==> config.mk <==
export PLATFORM = sky130hd
export DESIGN_NAME = exm_stage_mc
export DESIGN_NICKNAME = d
export VERILOG_FILES = /design/src/rtl/exm_pkg.sv /design/src/rtl/exm_alu.sv /design/src/rtl/exm_stage_mc.sv
export SDC_FILE = /design/constraint.sdc
export NUM_CORES = 1
export LEC_CHECK = 0
export CORE_ASPECT_RATIO = 1.4
export CORE_MARGIN = 4
export CORE_UTILIZATION = 55
export DETAILED_ROUTE_END_ITERATION = 7
export DONT_BUFFER_PORTS = 1
export HOLD_SLACK_MARGIN = 0.03
export PLACE_DENSITY = 0.7
export SLEW_MARGIN = 5
export SYNTH_ARGS = -nofsm -noshare
export SYNTH_HDL_FRONTEND = slang
export SYNTH_SLANG_ARGS = --single-unit
==> constraint.sdc <==
create_clock -name i_clk -period 6.2 [get_ports i_clk]
set_clock_uncertainty 0.05 [all_clocks]
set_input_delay 1.24 -clock i_clk [delete_from_list [all_inputs] [get_ports i_clk]]
set_output_delay 1.24 -clock i_clk [all_outputs]
set_load 0.1 [all_outputs]
==> src/rtl/exm_pkg.sv <==
// Shared encodings for the multi-cycle execute/memory stage: ALU opcodes,
// operand forward selects and the stage FSM states.
package exm_pkg;
  typedef enum logic [2:0] {
    ALU_ADD  = 3'b000,
    ALU_SUB  = 3'b001,
    ALU_AND  = 3'b010,
    ALU_OR   = 3'b011,
    ALU_NOT  = 3'b100,
    ALU_INC  = 3'b101,
    ALU_DEC  = 3'b110,
    ALU_PASS = 3'b111
  } alu_op_e;

  localparam logic [1:0] FWD_REG = 2'b00;
  localparam logic [1:0] FWD_RES = 2'b01;
  localparam logic [1:0] FWD_WB  = 2'b10;

  typedef enum logic {ST_IDLE, ST_MEM} state_e;
endpackage

==> src/rtl/exm_alu.sv <==
// Combinational ALU; c_valid marks ops that produce a carry/borrow.
module exm_alu
  import exm_pkg::*;
#(
  parameter int DATA_W = 16
) (
  input  logic [2:0]        op,
  input  logic [DATA_W-1:0] a,
  input  logic [DATA_W-1:0] b,
  output logic [DATA_W-1:0] result,
  output logic              z,
  output logic              n,
  output logic              c,
  output logic              c_valid
);
  logic [DATA_W:0] ext;
  logic [DATA_W:0] one;

  assign one = {{DATA_W{1'b0}}, 1'b1};

  // Subtractions wrap through the extra top bit, which is then the borrow.
  always_comb begin
    ext     = '0;
    c_valid = 1'b0;
    case (alu_op_e'(op))
      ALU_ADD:  begin ext = {1'b0, a} + {1'b0, b}; c_valid = 1'b1; end
      ALU_SUB:  begin ext = {1'b0, a} - {1'b0, b}; c_valid = 1'b1; end
      ALU_AND:  ext = {1'b0, a & b};
      ALU_OR:   ext = {1'b0, a | b};
      ALU_NOT:  ext = {1'b0, ~a};
      ALU_INC:  begin ext = {1'b0, a} + one; c_valid = 1'b1; end
      ALU_DEC:  begin ext = {1'b0, a} - one; c_valid = 1'b1; end
      ALU_PASS: ext = {1'b0, b};
      default:  ext = '0;
    endcase
  end

  assign result = ext[DATA_W-1:0];
  assign c      = ext[DATA_W];
  assign z      = (result == '0);
  assign n      = result[DATA_W-1];
endmodule

==> src/rtl/exm_stage_mc.sv <==
// Multi-cycle execute/memory stage: forwarded ALU, flags, stack pointer and a
// ready-handshaked data-memory port that stalls upstream while busy.
module exm_stage_mc
  import exm_pkg::*;
#(
  parameter int                DATA_W  = 16,
  parameter int                ADDR_W  = 16,
  parameter int                REG_W   = 3,
  parameter logic [ADDR_W-1:0] SP_INIT = {ADDR_W{1'b1}}
) (
  input  logic              i_clk,
  input  logic              i_reset,
  input  logic              i_valid,
  input  logic [2:0]        i_alu_function,
  input  logic [DATA_W-1:0] i_data1,
  input  logic [DATA_W-1:0] i_data2,
  input  logic [DATA_W-1:0] i_immediate,
  input  logic              i_imm,
  input  logic [1:0]        i_fwd1_sel,
  input  logic [1:0]        i_fwd2_sel,
  input  logic [DATA_W-1:0] i_data_wb,
  input  logic              i_flag_en,
  input  logic              i_change_carry,
  input  logic              i_carry_value,
  input  logic              i_mem_read,
  input  logic              i_mem_write,
  input  logic              i_stack_operation,
  input  logic              i_stack_function,
  input  logic              i_write_back,
  input  logic [1:0]        i_wb_selector,
  input  logic [REG_W-1:0]  i_write_addr,
  output logic              o_stall,
  output logic              o_mem_req,
  output logic              o_mem_we,
  output logic [ADDR_W-1:0] o_mem_addr,
  output logic [DATA_W-1:0] o_mem_wdata,
  input  logic              i_mem_ready,
  input  logic [DATA_W-1:0] i_mem_rdata,
  output logic              o_valid,
  output logic [DATA_W-1:0] o_result,
  output logic [DATA_W-1:0] o_mem_data,
  output logic              o_write_back,
  output logic [1:0]        o_wb_selector,
  output logic [REG_W-1:0]  o_write_addr,
  output logic              o_zero_flag,
  output logic              o_negative_flag,
  output logic              o_carry_flag,
  output logic [ADDR_W-1:0] o_sp
);
  localparam int STAGES = 1;

  state_e            state;
  logic [STAGES:0]   vld_pipe;
  logic [DATA_W-1:0] op_a, op_b, alu_res;
  logic              alu_z, alu_n, alu_c, alu_cv;
  logic              accept, mem_op, pop, we_nxt, c_nxt;
  logic [ADDR_W-1:0] sp_inc, sp_dec, addr_nxt;
  logic [DATA_W-1:0] wdata_nxt;

  always_comb begin
    case (i_fwd1_sel)
      FWD_RES: op_a = o_result;
      FWD_WB:  op_a = i_data_wb;
      default: op_a = i_data1;
    endcase
    case (i_fwd2_sel)
      FWD_RES: op_b = o_result;
      FWD_WB:  op_b = i_data_wb;
      default: op_b = i_data2;
    endcase
    if (i_imm) op_b = i_immediate;
  end

  exm_alu #(.DATA_W(DATA_W)) u_alu (
    .op(i_alu_function), .a(op_a), .b(op_b),
    .result(alu_res), .z(alu_z), .n(alu_n), .c(alu_c), .c_valid(alu_cv)
  );

  assign accept = i_valid && (state == ST_IDLE);
  assign mem_op = i_mem_read | i_mem_write | i_stack_operation;
  assign pop    = i_stack_operation & i_stack_function;
  assign sp_inc = o_sp + {{(ADDR_W-1){1'b0}}, 1'b1};
  assign sp_dec = o_sp - {{(ADDR_W-1){1'b0}}, 1'b1};
  assign we_nxt = i_stack_operation ? ~i_stack_function : i_mem_write;

  // Push writes at SP then decrements; pop increments then reads the new SP.
  assign addr_nxt  = i_stack_operation ? (pop ? sp_inc : o_sp)
                   : (i_mem_write ? ADDR_W'(i_data1) : ADDR_W'(i_data2));
  assign wdata_nxt = i_stack_operation ? op_a : i_data2;
  assign c_nxt     = i_change_carry ? i_carry_value
                   : ((i_flag_en && alu_cv) ? alu_c : o_carry_flag);

  assign vld_pipe[0] = (accept && !mem_op) || ((state == ST_MEM) && i_mem_ready);
  assign o_valid     = vld_pipe[STAGES];
  assign o_stall     = (state == ST_MEM);
  assign o_mem_req   = (state == ST_MEM);

  always_ff @(posedge i_clk) begin
    if (i_reset) begin
      state                <= ST_IDLE;
      vld_pipe[STAGES:1]   <= '0;
      o_result             <= '0;
      o_mem_data           <= '0;
      o_mem_we             <= 1'b0;
      o_mem_addr           <= '0;
      o_mem_wdata          <= '0;
      o_write_back         <= 1'b0;
      o_wb_selector        <= '0;
      o_write_addr         <= '0;
      o_zero_flag          <= 1'b0;
      o_negative_flag      <= 1'b0;
      o_carry_flag         <= 1'b0;
      o_sp                 <= SP_INIT;
    end else begin
      vld_pipe[STAGES:1] <= vld_pipe[STAGES-1:0];
      case (state)
        ST_IDLE: if (accept) begin
          o_result      <= alu_res;
          o_write_back  <= i_write_back;
          o_wb_selector <= i_wb_selector;
          o_write_addr  <= i_write_addr;
          o_carry_flag  <= c_nxt;
          if (i_flag_en) begin
            o_zero_flag     <= alu_z;
            o_negative_flag <= alu_n;
          end
          if (mem_op) begin
            o_mem_addr  <= addr_nxt;
            o_mem_wdata <= wdata_nxt;
            o_mem_we    <= we_nxt;
            state       <= ST_MEM;
            if (i_stack_operation) o_sp <= pop ? sp_inc : sp_dec;
          end
        end
        ST_MEM: if (i_mem_ready) begin
          if (!o_mem_we) o_mem_data <= i_mem_rdata;
          state <= ST_IDLE;
        end
        default: state <= ST_IDLE;
      endcase
    end
  end
endmodule
### Yosys cells after proc, flatten, opt, wreduce, memory -nomap -nowiden

Index checks and enable logic that the tools add are counted.

| storage, ports and cells | value |
|---|---|
| bits in registers | 92 |
| latch bits | 0 |
| memory bits (writable) | 0 |
| memory bits (read-only) | 0 |
| input bits | 105 |
| memories kept | 0 |

| cells by class | value |
|---|---|
| add/sub/neg operators | 6 |
| multiply operators | 0 |
| divide/modulo/power cells | 0 |
| magnitude comparators | 0 |
| equal/unequal tests | 11 |
| shifts and indexed selects | 0 |
| mux-type cells | 17 |
| bitwise operators | 9 |
| reductions and logical operators | 16 |

Operators by type and width:

| cell | count |
|---|---|
| 17-bit one-hot mux with 8 select lines | 1 |
| 16-bit 2-to-1 mux | 6 |
| 16-bit one-hot mux with 2 select lines | 2 |
| 16-bit by 1-bit adder with 17-bit output (second input constant) | 1 |
| 16-bit by 16-bit adder with 17-bit output | 1 |
| 16-bit by 1-bit subtractor with 17-bit output (second input constant) | 1 |
| 16-bit by 16-bit subtractor with 17-bit output | 1 |
| 16-bit by 1-bit adder with 16-bit output (second input constant) | 1 |
| 16-bit AND | 1 |
| 16-bit zero test | 1 |
| 16-bit NOT | 1 |
| 16-bit bitwise OR | 1 |
| 16-bit by 1-bit subtractor with 16-bit output (second input constant) | 1 |
| 3-bit equality test (second input constant) | 4 |
| 3-bit AND reduction | 4 |
| 1-bit 2-to-1 mux | 7 |
| 3-bit by 2-bit equality test with 1-bit output (second input constant) | 2 |
| 2-bit by 1-bit equality test with 1-bit output (second input constant) | 2 |
| 2-bit equality test (second input constant) | 2 |
| 1-bit logical AND | 4 |
| 4-bit AND reduction | 1 |
| 4-bit OR reduction | 1 |
| 3-bit by 1-bit equality test with 1-bit output (second input constant) | 1 |
| 3-bit zero test | 1 |
| 8 further kinds | 11 |

### Depth between registers and ports, before layout

| depth | value |
|---|---|
| depth in word-level cells | 7 |
| mapped depth | 21 |
| gate-level depth less buffers | 19 |

### By module

Synthesis repeated with hierarchy kept, for this count alone.

| second synthesis, totals | value |
|---|---|
| cell total of the unflattened synthesis | 1,046 |
| area, all modules | 7,713.6 um2 |

Modules (own cells, without submodules):

| module | instances | cells each | area each (um2) | seq. area each (um2) |
|---|---|---|---|---|
| exm_stage_mc | 1 | 745 | 5,621.6 | 1,841.8 |
| exm_alu | 1 | 301 | 2,092.0 | 0.0 |

### Worst setup path before layout

No wires, ideal clock.

| path | value |
|---|---|
| kind | input -> register |
| start point | in i_fwd2_sel[0] |
| end point | reg o_zero_flag |
| setup time | 0.084 ns |
| arrival time | 5.223 ns |
| setup slack | 0.842 ns |
| cell stages on the path | 19 |
| buffers on the path | 1 |
| path through | inv_1 -> ha_1 -> clkbuf_1 -> a22oi_1 -> a211oi_1 -> nor3_1 -> and3_1 -> xnor2_1 -> o221ai_1 -> ha_1 -> a21oi_1 -> nand2_1 -> o21ai_1 -> nor3_1 -> a2111oi_1 -> xor2_1 -> o221ai_1 -> or4_1 -> o31ai_2 |

| on the way | value |
|---|---|
| longest elaborated chain between the ends | 6 |
| elaborated cells between the ends (all ways) | 10 |
| those cells by class | add/sub (2); eq/ne (2); mux (3); bitwise (2); reduce/logical (1) |

Ends and longest elaborated chain:

| item | RTL line | source |
|---|---|---|
| start, declared | exm_stage_mc.sv:20 | `input logic [1:0] i_fwd2_sel,` |
| 2-bit equality test / 2-bit by 1-bit equality test with 1-bit output (equally long branches) | exm_stage_mc.sv:66 | `case (i_fwd2_sel)` |
| 16-bit one-hot mux with 2 select lines * | exm_stage_mc.sv:66 |  |
| 16-bit 2-to-1 mux * | exm_stage_mc.sv:71 | `if (i_imm) op_b = i_immediate;` |
| 16-bit by 16-bit subtractor with 17-bit output, or another cell as far along | exm_alu.sv:27 | `ALU_SUB: begin ext = {1'b0, a} - {1'b0, b}; c_valid = 1'b1; end` |
| 17-bit one-hot mux with 8 select lines * | exm_alu.sv:25 | `case (alu_op_e'(op))` |
| 16-bit zero test * | exm_alu.sv:40 | `assign z = (result == '0);` |
| end signal, assigned | exm_stage_mc.sv:124 | `o_zero_flag <= alu_z;` |
| end, declared | exm_stage_mc.sv:45 | `output logic o_zero_flag,` |

Mark *: on every way between the ends. The rest lies on a longest branch, timed or not.
A chain may end at the register's enable or synchronous reset.

### Final worst setup path

Ends and elaborated chain as after synthesis.

==> summary.md <==
| Metric | Value |
|---|---|
| R2r setup slk | a little over 1 ns |
| Final nets | between 1000 and 1500 |
| Post-Route WL | around 26000 microns |
| Top-area cell type share of the netlist area | approximately 25% |
| Overall routing resource usage | ~32% |
| Setup violators final | 0 |
| Die width | ~110 microns |
| Post-synthesis compound-gate area fraction | roughly 29% |
| Post-synth EDFFs | 0 |
| Syn avg cell area | between 7 and 8 sq um |
| Rows | between 40 and 50 |
| Drt first pass iters | 6 |
| Async set-reset flop share out of synthesis | 0% |
| Post-Syn Instances | 1018 |
| Most frequent cells in the layout | nand2_1 (130), nor2_1 (113), dfxtp_1 (91), a21oi_1 (79), a211oi_1 (60) |
| Setup TNS | 0 ns |
| Fin crit period | around 5.7 ns |
| Placed standard-cell area | 7600 sq um |
| Ports | between 150 and 200 |
| Clock sink count | 92 |
| Largest net degree at the start of global routing | 94 |
| Worst min path class | register to register |
| Max Fanout on Critical Path | 14 |
| Commonest non-fill, non-tap cell in the layout | nand2_1 |
| Die Span Y | ~150 microns |
| Diode count | 0 |
| Cell area after synthesis | around 7400 sq um |
| CTS Hold Bufs | 0 |
| Max-slew headroom | 22.0% |
| Sequential fraction of the synthesis area | 25.0% |
| Tcrit/Tclk final | about 91% |
| PwrDens | between 200 and 300 nW/um^2 |
| Setup bufs post-CTS | 0 |
| Vias after detailed routing | ~8000 |
| Die ar. | 15400 sq um |
| H-Tree Depth | 3 |
| Total power | between 2 and 2.5 mW |
| Antenna violations before repair | 0 |
| Largest family of logic cells by synthesized area | compound AO/OA/AOI/OAI gates |
| Top FF cell, synth | dfxtp_1 |
| Clock root buffer | clkbuf_16 |
| CP Class | input port to register |
| CTS tree | built |
| Cell taking the most area after synthesis | dfxtp_1 |
| Crit-path slowest cell | ha_1 |
| Worst Path Required | 6.42 ns |
| Cell family with most CP delay | compound AO/OA/AOI/OAI gates |
| Max-Cap Viols | 0 |
| Final Cell Area | 7900 sq um |
| Fillcell total | approximately 1300 |
| WP data arrival | about 6 ns |
| Fraction of layout instances using a drive strength above 1 | under 10% |
| Via density | about 6.7 |
| Area grow syn2layout | 7.10% |
| Seq cells post-synth | approximately 90 |
| Adder-cell share of the synthesized area | 5.12% |
| Multiplexer share of the synthesized area | 3.41% |
| Peak Freq | roughly 0.18 GHz |
| Max clock buf depth | 2 |
| CP endpoint kind | register |
| Clk_lat worst skew | about 0.35 ns |
| DRT iter0 DRCs | slightly above 700 |
| Actual slew at the worst max-slew pin | 1.17 ns |
| Top cells by area, synth | dfxtp_1 (25%), nand2_1 (6.6%), a211oi_1 (6.1%) |
| Placer Congestion | between 0.9 and 1 |
| Final Util | between 60% and 70% |
| RSZ-0062 raised after global routing | false |
| Input/output buffers | 0 |
| P_leak | ~3.0 nW |
| Slowest Stage Delay on Critical Path | 0.61 ns |
| Synth Area in XOR/XNOR | roughly 5.6% |
| Worst path cell trace | inv_1, ha_1, nor2_1, a211o_1, ha_1, o221a_2, fa_1, nand2b_1, a211oi_2, o31ai_1, a311oi_1, nor2_1, a31oi_1, o21ai_0, or4_1, o31ai_2 |
| Vias in the first global route | just over 7000 |
| CTS resizes | 0 |
| Post-synthesis simple-gate area fraction | 25.6% |
| TritonCTS buffer count | 9 |
| Clk slew on worst S/H paths | ~0.070 ns |
| Starting Density | a little under three fifths |
| Buffer and inverter count on the worst path | 1 |
| Detailed placer's ending HPWL | 19900 microns |
| VDD IR max | 148 uV |
| Synthesized net count | roughly 1200 |
| Routed wire per std cell | approximately 22 microns |
| DRC errors left | 0 |
| Post-route ant nets | 0 |
| CP startpoint kind | input port |
| First-pass GRT wire length | around 40000 microns |
| Synth Warn # | 0 |
| Overflow after GRT | 0 |
| Core box area | between 10000 and 15000 sq um |
| Hold Vio Cnt, Final | 0 |
| Slew Viols, Final | 0 |
| Unique masters post-synth | 74 |
| Status | finished clean |
## flip-flops by register name, summed over array words and instances, names as in the netlist
register         cells
o_mem_we             1
o_mem_req            1
o_mem_data          16
o_sp                16
o_write_back         1
o_zero_flag          1
o_negative_flag      1
o_mem_wdata         16
o_write_addr         3
o_carry_flag         1
o_mem_addr          16
o_valid              1
o_result            16
o_wb_selector        2
## cells in the mapped netlist, types with 8 or more instances
library cell and count:
dfxtp_1 92, xnor2_1 23, clkbuf_1 59, mux2i_1 24
nor3b_1 11, or3_1 8, xor2_1 22, nand2_1 130
o22ai_1 14, o21ai_1 8, o21ai_0 36, nand4_1 8
o221ai_1 15, nor3_1 32, buf_2 13, a221oi_1 11
inv_1 23, a221o_1 8, ha_1 27, nor2b_1 23
nand2b_1 22, a22oi_1 29, a211oi_1 60, a21oi_1 79
and3_1 11, nand3_1 17, nor2_1 114
## power breakdown
group          total [mW]  internal [mW]  switching, mW  leakage, nW
registers           0.890          0.634          0.255        0.756
logic               0.790          0.278          0.512         2.09
clock network       0.588          0.322          0.266        0.148
total                2.27           1.23           1.03         3.00
## cells by family (layout without fill, tap and decap cells)
kind of cell    Yosys count  in the layout
xor+xnor                 46             46
compound gates          314            314
flops                    92             92
fa+ha+maj                30             30
buf+inv                 108             85
simple gates            403            403
mux                      25             25
## worst register-to-register path: cells and delay by family, from the launching register on
family / cells / cell delay (ns)
AO/OA/AOI/OAI: 9 / 2.29
AND/OR/NAND/NOR: 4 / 1.10
flip-flops: 1 / 1.03
XOR/XNOR: 2 / 0.32
adder cells (fa/ha/maj): 1 / 0.31
## worst paths after layout
path	endpoint	start	depth (start not counted)
max	o_zero_flag	i_fwd2_sel[0]	16
min	o_sp[0]	o_sp[0]	2
max reg2reg	o_zero_flag	o_result[4]	16
min reg2reg	o_sp[0]	o_sp[0]	2
## metal layers
| layer | part of all wire, % | vias to the layer above | track usage (%) |
|---|---|---|---|
| met2 | 48 | 475 | 54.6 |
| met5 | 0 | - | 0 |
| li1 | - | 3663 | - |
| met4 | 5.2 | 0 | 15.8 |
| met1 | 37 | 3567 | 39.3 |
| met3 | 9.3 | 98 | 6.00 |
## metrics by stage
step | worst slack [ns] | std cells | hold WS (ns)
after global routing | 0.304 | 1173 | 0.510
after global placement | 0.377 | 1157 | 0.476
after floorplan | 0.842 | 1018 | 0.836
final | 0.532 | 1173 | 0.490
after detailed placement | 0.220 | 1157 | 0.481
after CTS | 0.585 | 1173 | 0.491
## final cells by class
class	instances	area (sq um)	area share [%]
well taps	178	223	2.82
multi-input cells	818	5110	64.6
inverters	25	93.8	1.19
flip-flops and latches	92	1840	23.3
repair buffers	44	330	4.18
clock buffers	10	229	2.90
clock inverters	6	77.6	0.981
Power figures use the tool's default switching activity.
